File: config.mk
export PLATFORM = sky130hd
export DESIGN_NAME = ps2_key_rx
export DESIGN_NICKNAME = d
export VERILOG_FILES = /design/src/rtl/ps2_key_rx.sv
export SDC_FILE = /design/constraint.sdc
export NUM_CORES = 1
export LEC_CHECK = 0
export BUFFER_PORTS_ARGS = -buffer_cell sky130_fd_sc_hd__buf_2
export CORE_AREA = 5 5 139 101
export DETAILED_ROUTE_END_ITERATION = 6
export DIE_AREA = 0 0 144 106
export PLACE_DENSITY = 0.66
export RECOVER_POWER = 50
export SYNTH_ARGS = -nofsm -noshare
export SYNTH_HDL_FRONTEND = slang
export SYNTH_SLANG_ARGS = --single-unit
File: constraint.sdc
create_clock -name clk -period 4.55 [get_ports clk]
set_input_delay 0.455 -clock clk [delete_from_list [all_inputs] [get_ports clk]]
set_output_delay 0.455 -clock clk [all_outputs]
set_load 0.02 [all_outputs]
File: src/rtl/ps2_key_rx.sv
// ps2_key_rx - PS/2 keyboard receiver and make/break decoder.
//
// Receives 11-bit PS/2 frames, queues valid scan bytes in a small FIFO and
// decodes make/break (optionally E0-prefixed) sequences into a held-key code.
//
// Ports:
//   clk        system clock (>= 8x ps2_clk)
//   rst_n      asynchronous active-low reset
//   ps2_clk    raw PS/2 clock pin (asynchronous)
//   ps2_data   raw PS/2 data pin (asynchronous)
//   key_code   held key scan code, 8'hFF when no key is held
//   press_cnt  count of new key presses (wraps)
//   key_ext    held key was E0-prefixed
//   key_valid  one-cycle pulse when key_code/key_ext change
//   frame_err  one-cycle pulse on bad start/stop/parity or timeout abort
//   overflow   sticky, a valid byte was dropped on a full FIFO
//
// Decoder states:
//   state     | meaning
//   S_IDLE    | waiting for a make code or a prefix
//   S_EXT     | E0 seen, next byte is an extended make or F0
//   S_BRK     | F0 seen, next byte is a normal break code
//   S_EXT_BRK | E0 F0 seen, next byte is an extended break code
module ps2_key_rx #(
    parameter int          FIFO_DEPTH = 8,
    parameter logic [15:0] TIMEOUT    = 16'd50000
) (
    input  logic       clk,
    input  logic       rst_n,
    input  logic       ps2_clk,
    input  logic       ps2_data,
    output logic [7:0] key_code,
    output logic [7:0] press_cnt,
    output logic       key_ext,
    output logic       key_valid,
    output logic       frame_err,
    output logic       overflow
);

    localparam int AW = $clog2(FIFO_DEPTH);

    typedef enum logic [1:0] {S_IDLE, S_EXT, S_BRK, S_EXT_BRK} state_t;

    // ---------------------------------------------------------------
    // Synchronizers and falling-edge detect
    // ---------------------------------------------------------------
    logic [2:0] clk_sync_q, dat_sync_q;
    logic       fall, din;

    always_ff @(posedge clk or negedge rst_n) begin
        if (!rst_n) begin
            clk_sync_q <= 3'b111;
            dat_sync_q <= 3'b111;
        end else begin
            clk_sync_q <= {clk_sync_q[1:0], ps2_clk};
            dat_sync_q <= {dat_sync_q[1:0], ps2_data};
        end
    end

    assign fall = (clk_sync_q[2:1] == 2'b10);
    // Data taken from the stage holding the last pre-edge sample, where the
    // line is guaranteed stable.
    assign din  = dat_sync_q[2];

    // ---------------------------------------------------------------
    // Frame receiver
    // ---------------------------------------------------------------
    logic [3:0]  bit_cnt_q;
    logic [9:0]  shift_q;
    logic [15:0] tmo_q;
    logic        push_q;
    logic [7:0]  push_data_q;
    logic        frame_err_q;
    logic        frame_ok;

    // shift_q[0] = start, [8:1] = d0..d7, [9] = parity; din is the stop bit.
    assign frame_ok = !shift_q[0] && din && (^shift_q[9:1]);

    always_ff @(posedge clk or negedge rst_n) begin
        if (!rst_n) begin
            bit_cnt_q   <= 4'd0;
            shift_q     <= 10'd0;
            tmo_q       <= 16'd0;
            push_q      <= 1'b0;
            push_data_q <= 8'd0;
            frame_err_q <= 1'b0;
        end else begin
            push_q      <= 1'b0;
            frame_err_q <= 1'b0;
            if (fall) begin
                tmo_q <= 16'd0;
                if (bit_cnt_q == 4'd10) begin
                    bit_cnt_q <= 4'd0;
                    if (frame_ok) begin
                        push_q      <= 1'b1;
                        push_data_q <= shift_q[8:1];
                    end else begin
                        frame_err_q <= 1'b1;
                    end
                end else begin
                    shift_q   <= {din, shift_q[9:1]};
                    bit_cnt_q <= bit_cnt_q + 4'd1;
                end
            end else if (bit_cnt_q != 4'd0) begin
                if (tmo_q == TIMEOUT - 16'd1) begin
                    bit_cnt_q   <= 4'd0;
                    tmo_q       <= 16'd0;
                    frame_err_q <= 1'b1;
                end else begin
                    tmo_q <= tmo_q + 16'd1;
                end
            end else begin
                tmo_q <= 16'd0;
            end
        end
    end

    // ---------------------------------------------------------------
    // Scan-byte FIFO (pointers carry an extra wrap bit)
    // ---------------------------------------------------------------
    logic [7:0]  mem_q [FIFO_DEPTH];
    logic [AW:0] wptr_q, rptr_q;
    logic        empty, full, pop, do_push;
    logic        overflow_q;
    logic [7:0]  rd_data;

    assign empty   = (wptr_q == rptr_q);
    assign full    = (wptr_q[AW] != rptr_q[AW]) && (wptr_q[AW-1:0] == rptr_q[AW-1:0]);
    assign pop     = !empty;
    // A pop in the same cycle frees the slot the push needs.
    assign do_push = push_q && (!full || pop);
    assign rd_data = mem_q[rptr_q[AW-1:0]];

    always_ff @(posedge clk) begin
        if (do_push) mem_q[wptr_q[AW-1:0]] <= push_data_q;
    end

    always_ff @(posedge clk or negedge rst_n) begin
        if (!rst_n) begin
            wptr_q     <= '0;
            rptr_q     <= '0;
            overflow_q <= 1'b0;
        end else begin
            if (do_push) wptr_q <= wptr_q + {{AW{1'b0}}, 1'b1};
            if (pop)     rptr_q <= rptr_q + {{AW{1'b0}}, 1'b1};
            if (push_q && !do_push) overflow_q <= 1'b1;
        end
    end

    // ---------------------------------------------------------------
    // Make/break decoder
    // ---------------------------------------------------------------
    state_t     state_q;
    logic [7:0] key_code_q, press_cnt_q;
    logic       key_ext_q, key_valid_q;
    logic       is_make, is_brk, ext_sel;

    always_comb begin
        is_make = 1'b0;
        is_brk  = 1'b0;
        ext_sel = 1'b0;
        if (pop) begin
            case (state_q)
                S_IDLE:    is_make = (rd_data != 8'hE0) && (rd_data != 8'hF0);
                S_EXT: begin
                    is_make = (rd_data != 8'hF0);
                    ext_sel = 1'b1;
                end
                S_BRK:     is_brk = 1'b1;
                S_EXT_BRK: begin
                    is_brk  = 1'b1;
                    ext_sel = 1'b1;
                end
                default: ;
            endcase
        end
        // 8'hFF from the keyboard is its error code, never a key.
        if (rd_data == 8'hFF) is_make = 1'b0;
    end

    always_ff @(posedge clk or negedge rst_n) begin
        if (!rst_n) begin
            state_q     <= S_IDLE;
            key_code_q  <= 8'hFF;
            press_cnt_q <= 8'd0;
            key_ext_q   <= 1'b0;
            key_valid_q <= 1'b0;
        end else begin
            key_valid_q <= 1'b0;
            if (pop) begin
                case (state_q)
                    S_IDLE: begin
                        if (rd_data == 8'hE0)      state_q <= S_EXT;
                        else if (rd_data == 8'hF0) state_q <= S_BRK;
                        else                       state_q <= S_IDLE;
                    end
                    S_EXT:   state_q <= (rd_data == 8'hF0) ? S_EXT_BRK : S_IDLE;
                    default: state_q <= S_IDLE;
                endcase

                if (is_make) begin
                    if (key_code_q == 8'hFF) press_cnt_q <= press_cnt_q + 8'd1;
                    if (rd_data != key_code_q || ext_sel != key_ext_q) begin
                        key_code_q  <= rd_data;
                        key_ext_q   <= ext_sel;
                        key_valid_q <= 1'b1;
                    end
                end

                if (is_brk && rd_data == key_code_q && ext_sel == key_ext_q) begin
                    key_code_q  <= 8'hFF;
                    key_ext_q   <= 1'b0;
                    key_valid_q <= 1'b1;
                end
            end
        end
    end

    assign key_code  = key_code_q;
    assign press_cnt = press_cnt_q;
    assign key_ext   = key_ext_q;
    assign key_valid = key_valid_q;
    assign frame_err = frame_err_q;
    assign overflow  = overflow_q;

endmodule

# Word level (Yosys, flattened, before mapping)
# Memory sizes are Yosys's and may differ from the RTL's.
# Cells that the tools add are included.
totals:
  regBits: 75
  ramBits: 64
  input_bits: 4
  output_inout_bits: 20
  wordCells: 109
  memories: 1
classes:
  n_addsub: 5
  n_eq_ne: 19
  muxes: 38
  n_bitwise: 2
  reduce_logical: 28
mem_list:
  columns: ["memory", "words", "width", "rd", "rd_clocked_by_memory_dff", "write_ports", "line_no", "source"]
  rows:
  - ["mem_q", 8, 8, 1, 0, 1, "121", "logic [7:0] mem_q [FIFO_DEPTH];"]
op_table:
  columns: ["operator", "count"]
  rows:
  - ["16-bit 2-to-1 mux", 3]
  - ["8-bit equality test (second input constant)", 4]
  - ["8-bit 2-to-1 mux", 3]
  - ["1-bit 2-to-1 mux", 23]
  - ["16-bit by 1-bit adder with 16-bit output (second input constant)", 1]
  - ["16-bit equality test (second input constant)", 1]
  - ["4-bit 2-to-1 mux", 4]
  - ["8-bit != test (second input constant)", 2]
  - ["4-bit by 1-bit adder with 4-bit output (second input constant)", 3]
  - ["3-bit AND reduction", 3]
  - ["9-bit parity", 1]
  - ["8-bit by 1-bit adder with 8-bit output (second input constant)", 1]
  - ["8-bit equality test", 1]
  - ["1-bit logical AND", 8]
  - ["8-bit != test", 1]
  - ["2-bit nonzero test", 4]
  - ["2-bit equality test (second input constant)", 3]
  - ["2-bit 2-to-1 mux", 3]
  - ["4-bit equality test", 1]
  - ["4-bit equality test (second input constant)", 1]
  - ["1-bit logical NOT", 4]
  - ["2-bit case mux with 2 select lines", 1]
  - ["2-bit AND reduction", 2]
  - ["4-bit nonzero test", 1]
  - ["other kinds (9)", 13]

# Depth between registers and ports, before layout
logic_depth:
  ltp_word: 10
  mapped_depth: 11
  depth_no_buf: 8

# Least setup slack after synthesis
# OpenSTA, ideal clock, no wires.
synth_timing:
  path_type: "reg2reg"
  start: "register rptr_q[0]"
  end: "register press_cnt_q[1] (netlist: press_cnt[1])"
  setup_time_ns: 0.128
  arrival_ns: 2.382
  required_ns: 4.422
  path_slack_ns: 2.040
  stages_incl_launch_ff: 10
  path_buffers: 2
  period_less_slack_ns: 2.510
  path_cell_list: "dfrtp_1 buf_6 buf_12 mux4_2 mux2i_4 and4_4 nor2_2 o31ai_4 nor3_2 mux2_1"
synth_between:
  elab_chain_len: 7
  word_cells_on_any_way: 11
  cone_classes: "eq/ne: 4; mux: 3; bitwise: 1; reduce/logical: 2; memory: 1"
synth_rtl:
  columns: ["item", "line_no", "source"]
  rows:
  - ["start: declaration", "122", "logic [AW:0] wptr_q, rptr_q;"]
  - ["start signal: assignment", "145", "if (pop) rptr_q <= rptr_q + {{AW{1'b0}}, 1'b1};"]
  - ["memory 8 x 8 bit", null, null]
  - ["8-bit != test (on tied branches)", "164, 166", null]
  - ["1-bit logical AND", "164", "S_IDLE: is_make = (rd_data != 8'hE0) && (rd_data != 8'hF0);"]
  - ["1-bit case mux with 2 select lines", "163", "case (state_q)"]
  - ["1-bit 2-to-1 mux", "162", "if (pop) begin"]
  - ["1-bit 2-to-1 mux", "178", "if (rd_data == 8'hFF) is_make = 1'b0;"]
  - ["3-bit AND reduction (no source line) (*)", null, null]
  - ["end signal: assignment", "202", "if (key_code_q == 8'hFF) press_cnt_q <= press_cnt_q + 8'd1;"]
  - ["end: declaration", "154", "logic [7:0] key_code_q, press_cnt_q;"]
# Mark *: on every way between the ends. The rest lies on a longest branch, timed or not.
# A chain may end at the register's enable or synchronous reset.

# Worst setup path in the final report
layout_timing:
  start: "register rptr_q[0]"
  end: "register key_code_q[6] (netlist: key_code[6])"
layout_between:
  elab_chain_len: 8
  word_cells_on_any_way: 25
  cone_classes: "eq/ne: 8; mux: 8; bitwise: 1; reduce/logical: 7; memory: 1"
layout_rtl:
  columns: ["item", "line_no", "source"]
  rows:
  - ["memory 8 x 8 bit", null, null]
  - ["8-bit != test (on tied branches)", "164, 166", null]
  - ["1-bit logical AND", "164", null]
  - ["1-bit case mux with 2 select lines", "163", null]
  - ["1-bit 2-to-1 mux", "162", null]
  - ["1-bit 2-to-1 mux", "178", null]
  - ["2-bit nonzero test (no source line)", null, null]
  - ["3-bit AND reduction (no source line)", null, null]
  - ["end signal: assignment", "204", "key_code_q <= rd_data;"]
  - ["end: declaration", "154", null]
# Parallel ways exist; a longest one is shown, timed or not. The select of a mux whose other input is x is not followed.

==> impl_results.md <==
* Status: finished, violations left
* Failing checks: max-capacitance violations, max-slew violations
* Fin util at 54.6%
* Critical path type: register to register
* Worst vdd ir at 0.327 mV
* Hold-fix buffers, CTS at 0
* Final setup violation count at 0
* Vias in the first global route at 3575
* CP max-delay cell: dfrtp_1
* Hold Fails Final Rpt at 0
* TritonCTS clock tree: built
* # Post-CTS Setup Buffers at 0
* Antenna Nets Post-Route at 0
* Worst hold path type: input pin to register
* Yosys reg bits at 139
* Drt first-iter violations at 306
* Worst slack, placed at 1.34 ns
* Worst-path fanout max at 12
* Crit start category: register
* Via count at 3471
* Final setup margin at 1.38 ns
* Grt total ovfl at 0
* Die width at 144 um
* Largest net degree at the start of global routing at 76
* Crit path buf inv count at 0
* Crit Reg-Reg Startpoint: rptr_q[0]
* Commonest cells after routing, fill and taps aside: edfxtp_1 (64), dfrtp_1 (61), nand2_1 (47), nor2_1 (31), xnor2_1 (29)
* Mapped Area at 6100 um2
* Chip height at 106 um
* Fillers at 1013
* Initial core utilization at 47.9%
* Drt wl/cell at 17.5 um
* Top-Level Pins at 24
* MaxCap Viol Count at 1
* Layout cells sized above 1 at 21.8%
* Slowest cell delay on critical path at 0.71 ns
* Slew Viols, Final at 76
* Clock buffer depth at 2
* Post-Synthesis Cells at 434
* Worst endpoint required time at 4.89 ns
* Syn Nets at 445
* Final Skew at 0.00962 ns
* Area growth syn-to-layout at 14.0%
* DP Area at 6360 um2
* EDFF count, synth at 64
* Reg2reg end: key_code[6]
* Leading register cell type out of synthesis: edfxtp_1
* Setup TNS at 0 ns
* Placement row count at 35
* Final period util at 69.7%
* Async set or reset register ratio after synthesis at 54.0%
* Most common cell after layout, fill and taps aside: edfxtp_1
* Core area at 12700 um2
* Max-slew headroom at -23.8%
* Post-CTS Resized at 0
* Initial antenna violation count at 0
* Sequential area share after synthesis at 62.5%
* Slew of the pin with the lowest slew margin at 1.86 ns
* Post-route cell area at 6960 um2
* Via-to-Cell Ratio at 5.40
* Skew-Pair Late Insertion Delay at 0.42 ns
* RSZ-0062 raised after global routing: false
* Worst setup EP type: register
* Reg2reg path depth at 7
* HPWL Detailed at 7590 um
* Syn avg cell area at 14.1 um2
* Critical Path AT at 3.51 ns
* Synth unique cells at 51
* Total CTS buffers at 17
* All-Layer GR Usage at 16.5%
* Top Family by Delay on Critical Path: multiplexers
* Number of port buffers at 23
* Clock Sink Count at 139
* Nets at 475
* Final wirelength at 11200 um
* Cell at the root of the clock tree: clkbuf_16
* WHS Path Cells at 1
* Post-route minimum period at 3.17 ns
* Leakage at 2.86 nW
* CP cell instances: mux4_1, mux2i_2, and4_4, nor2_2, o31ai_4, a31oi_4, mux2_1
* Hold path endpoint: dat_sync_q[0]
* DIE AREA at 15300 um2
* CTS H-tree depth at 4
* FMAX at 0.315 GHz
* Pwr Density at 537 nW/um2
* CTS clk-pin slew, worst paths at 0.06 ns
* Min-delay src: ps2_data
* First-pass GRT wire length at 19200 um
* Antenna diodes at 0
* DRT Pass-1 Iters at 5
* DRC violations left at 0
* GP Congestion at 0.796
* Ys Warns at 0
* Reg2reg setup slack at 1.38 ns
## power breakdown
| group | leakage, nW | internal [mW] | switching [mW] | total (mW) |
|---|---|---|---|---|
| registers | 1.52 | 1.42 | 0.157 | 1.58 |
| clock network | 0.299 | 0.884 | 0.507 | 1.39 |
| logic | 1.04 | 0.361 | 0.400 | 0.762 |
## final cells by class
type | instances | area, um2 | share of cell area [%]
Timing Repair Buffer | 26 | 138 | 1.98
Clock buffer | 22 | 497 | 7.14
Clock inverter | 10 | 110 | 1.58
Inverter | 10 | 37.5 | 0.539
Sequential cell | 139 | 3820 | 54.8
Tap cell | 166 | 208 | 2.98
Multi-Input combinational cell | 270 | 2150 | 31.0
## through the flow
| stage | std cells | power (mW) | hold WS (ns) |
|---|---|---|---|
| final | 643 | 3.73 | 0.140 |
| after global routing | 643 | 3.93 | 0.111 |
| after CTS | 643 | 3.78 | 0.119 |
| after detailed placement | 611 | 2.37 | 0.347 |
| after global placement | 611 | 2.35 | 0.346 |
| after floorplan | 434 | 2.23 | 0.159 |
## routing by layer
layer	GRT usage (%)	share of wire [%]	wire (um)	vias up
met5	0	0	0	-
met4	4.44	1.3	141	0
met3	5.35	5.9	663	15
met2	24.4	46	5170	80
met1	23.6	47	5260	1748
li1	-	-	-	1628
## cell usage after synthesis (3+ instances only)
master / count / area [um2]
mux4_2: 8 / 180
nor3_1: 9 / 45.0
ha_1: 7 / 87.6
nand4_1: 10 / 62.6
clkbuf_1: 6 / 22.5
mux2_2: 11 / 124
nand2b_1: 6 / 37.5
o21ai_0: 10 / 50.1
dfstp_2: 14 / 368
edfxtp_1: 64 / 1920
xor2_1: 17 / 149
dfrtp_1: 61 / 1530
nor2_1: 31 / 116
inv_1: 10 / 37.5
and3_1: 10 / 62.6
nand3_1: 16 / 80.1
xnor2_1: 29 / 254
mux2i_2: 3 / 41.3
mux4_1: 9 / 236
mux2i_1: 9 / 90.1
nand2_1: 47 / 176
nor4_1: 6 / 37.5
buf_4: 3 / 22.5
## sequential cells by signal, summed over array words and instances, names as in the netlist
| register | cells |
|---|---|
| bit_cnt_q | 4 |
| clk_sync_q | 3 |
| dat_sync_q | 3 |
| frame_err | 1 |
| key_code | 8 |
| key_ext | 1 |
| key_valid | 1 |
| mem_q | 64 |
| overflow | 1 |
| press_cnt | 8 |
| push_data_q | 8 |
| push_q | 1 |
| rptr_q | 4 |
| shift_q | 10 |
| state_q | 2 |
| tmo_q | 16 |
| wptr_q | 4 |
## kinds of logic (layout without fill, tap and decap cells)
logic type      after synthesis  in the layout  share of synthesized area, %
simple gates                150            150                          12.0
flops                       139            139                          62.5
xor+xnor                     46             46                          6.60
mux                          44             44                          12.1
buf+inv                      25             68                          2.28
compound gates               23             23                          3.03
fa+ha+maj                     7              7                          1.43
## how the worst max path moves through the flow
stage	depth (start not counted)	end	start	slack, ns
final	7	key_code[6]	rptr_q[0]	1.38
after global routing	7	key_code[6]	rptr_q[0]	1.12
after CTS	7	key_code[6]	rptr_q[0]	1.33
after detailed placement	7	key_code[6]	rptr_q[0]	1.34
after global placement	7	press_cnt[1]	rptr_q[0]	1.47
after floorplan	9	press_cnt[1]	rptr_q[0]	2.04
(Power assumes the default switching activity.)
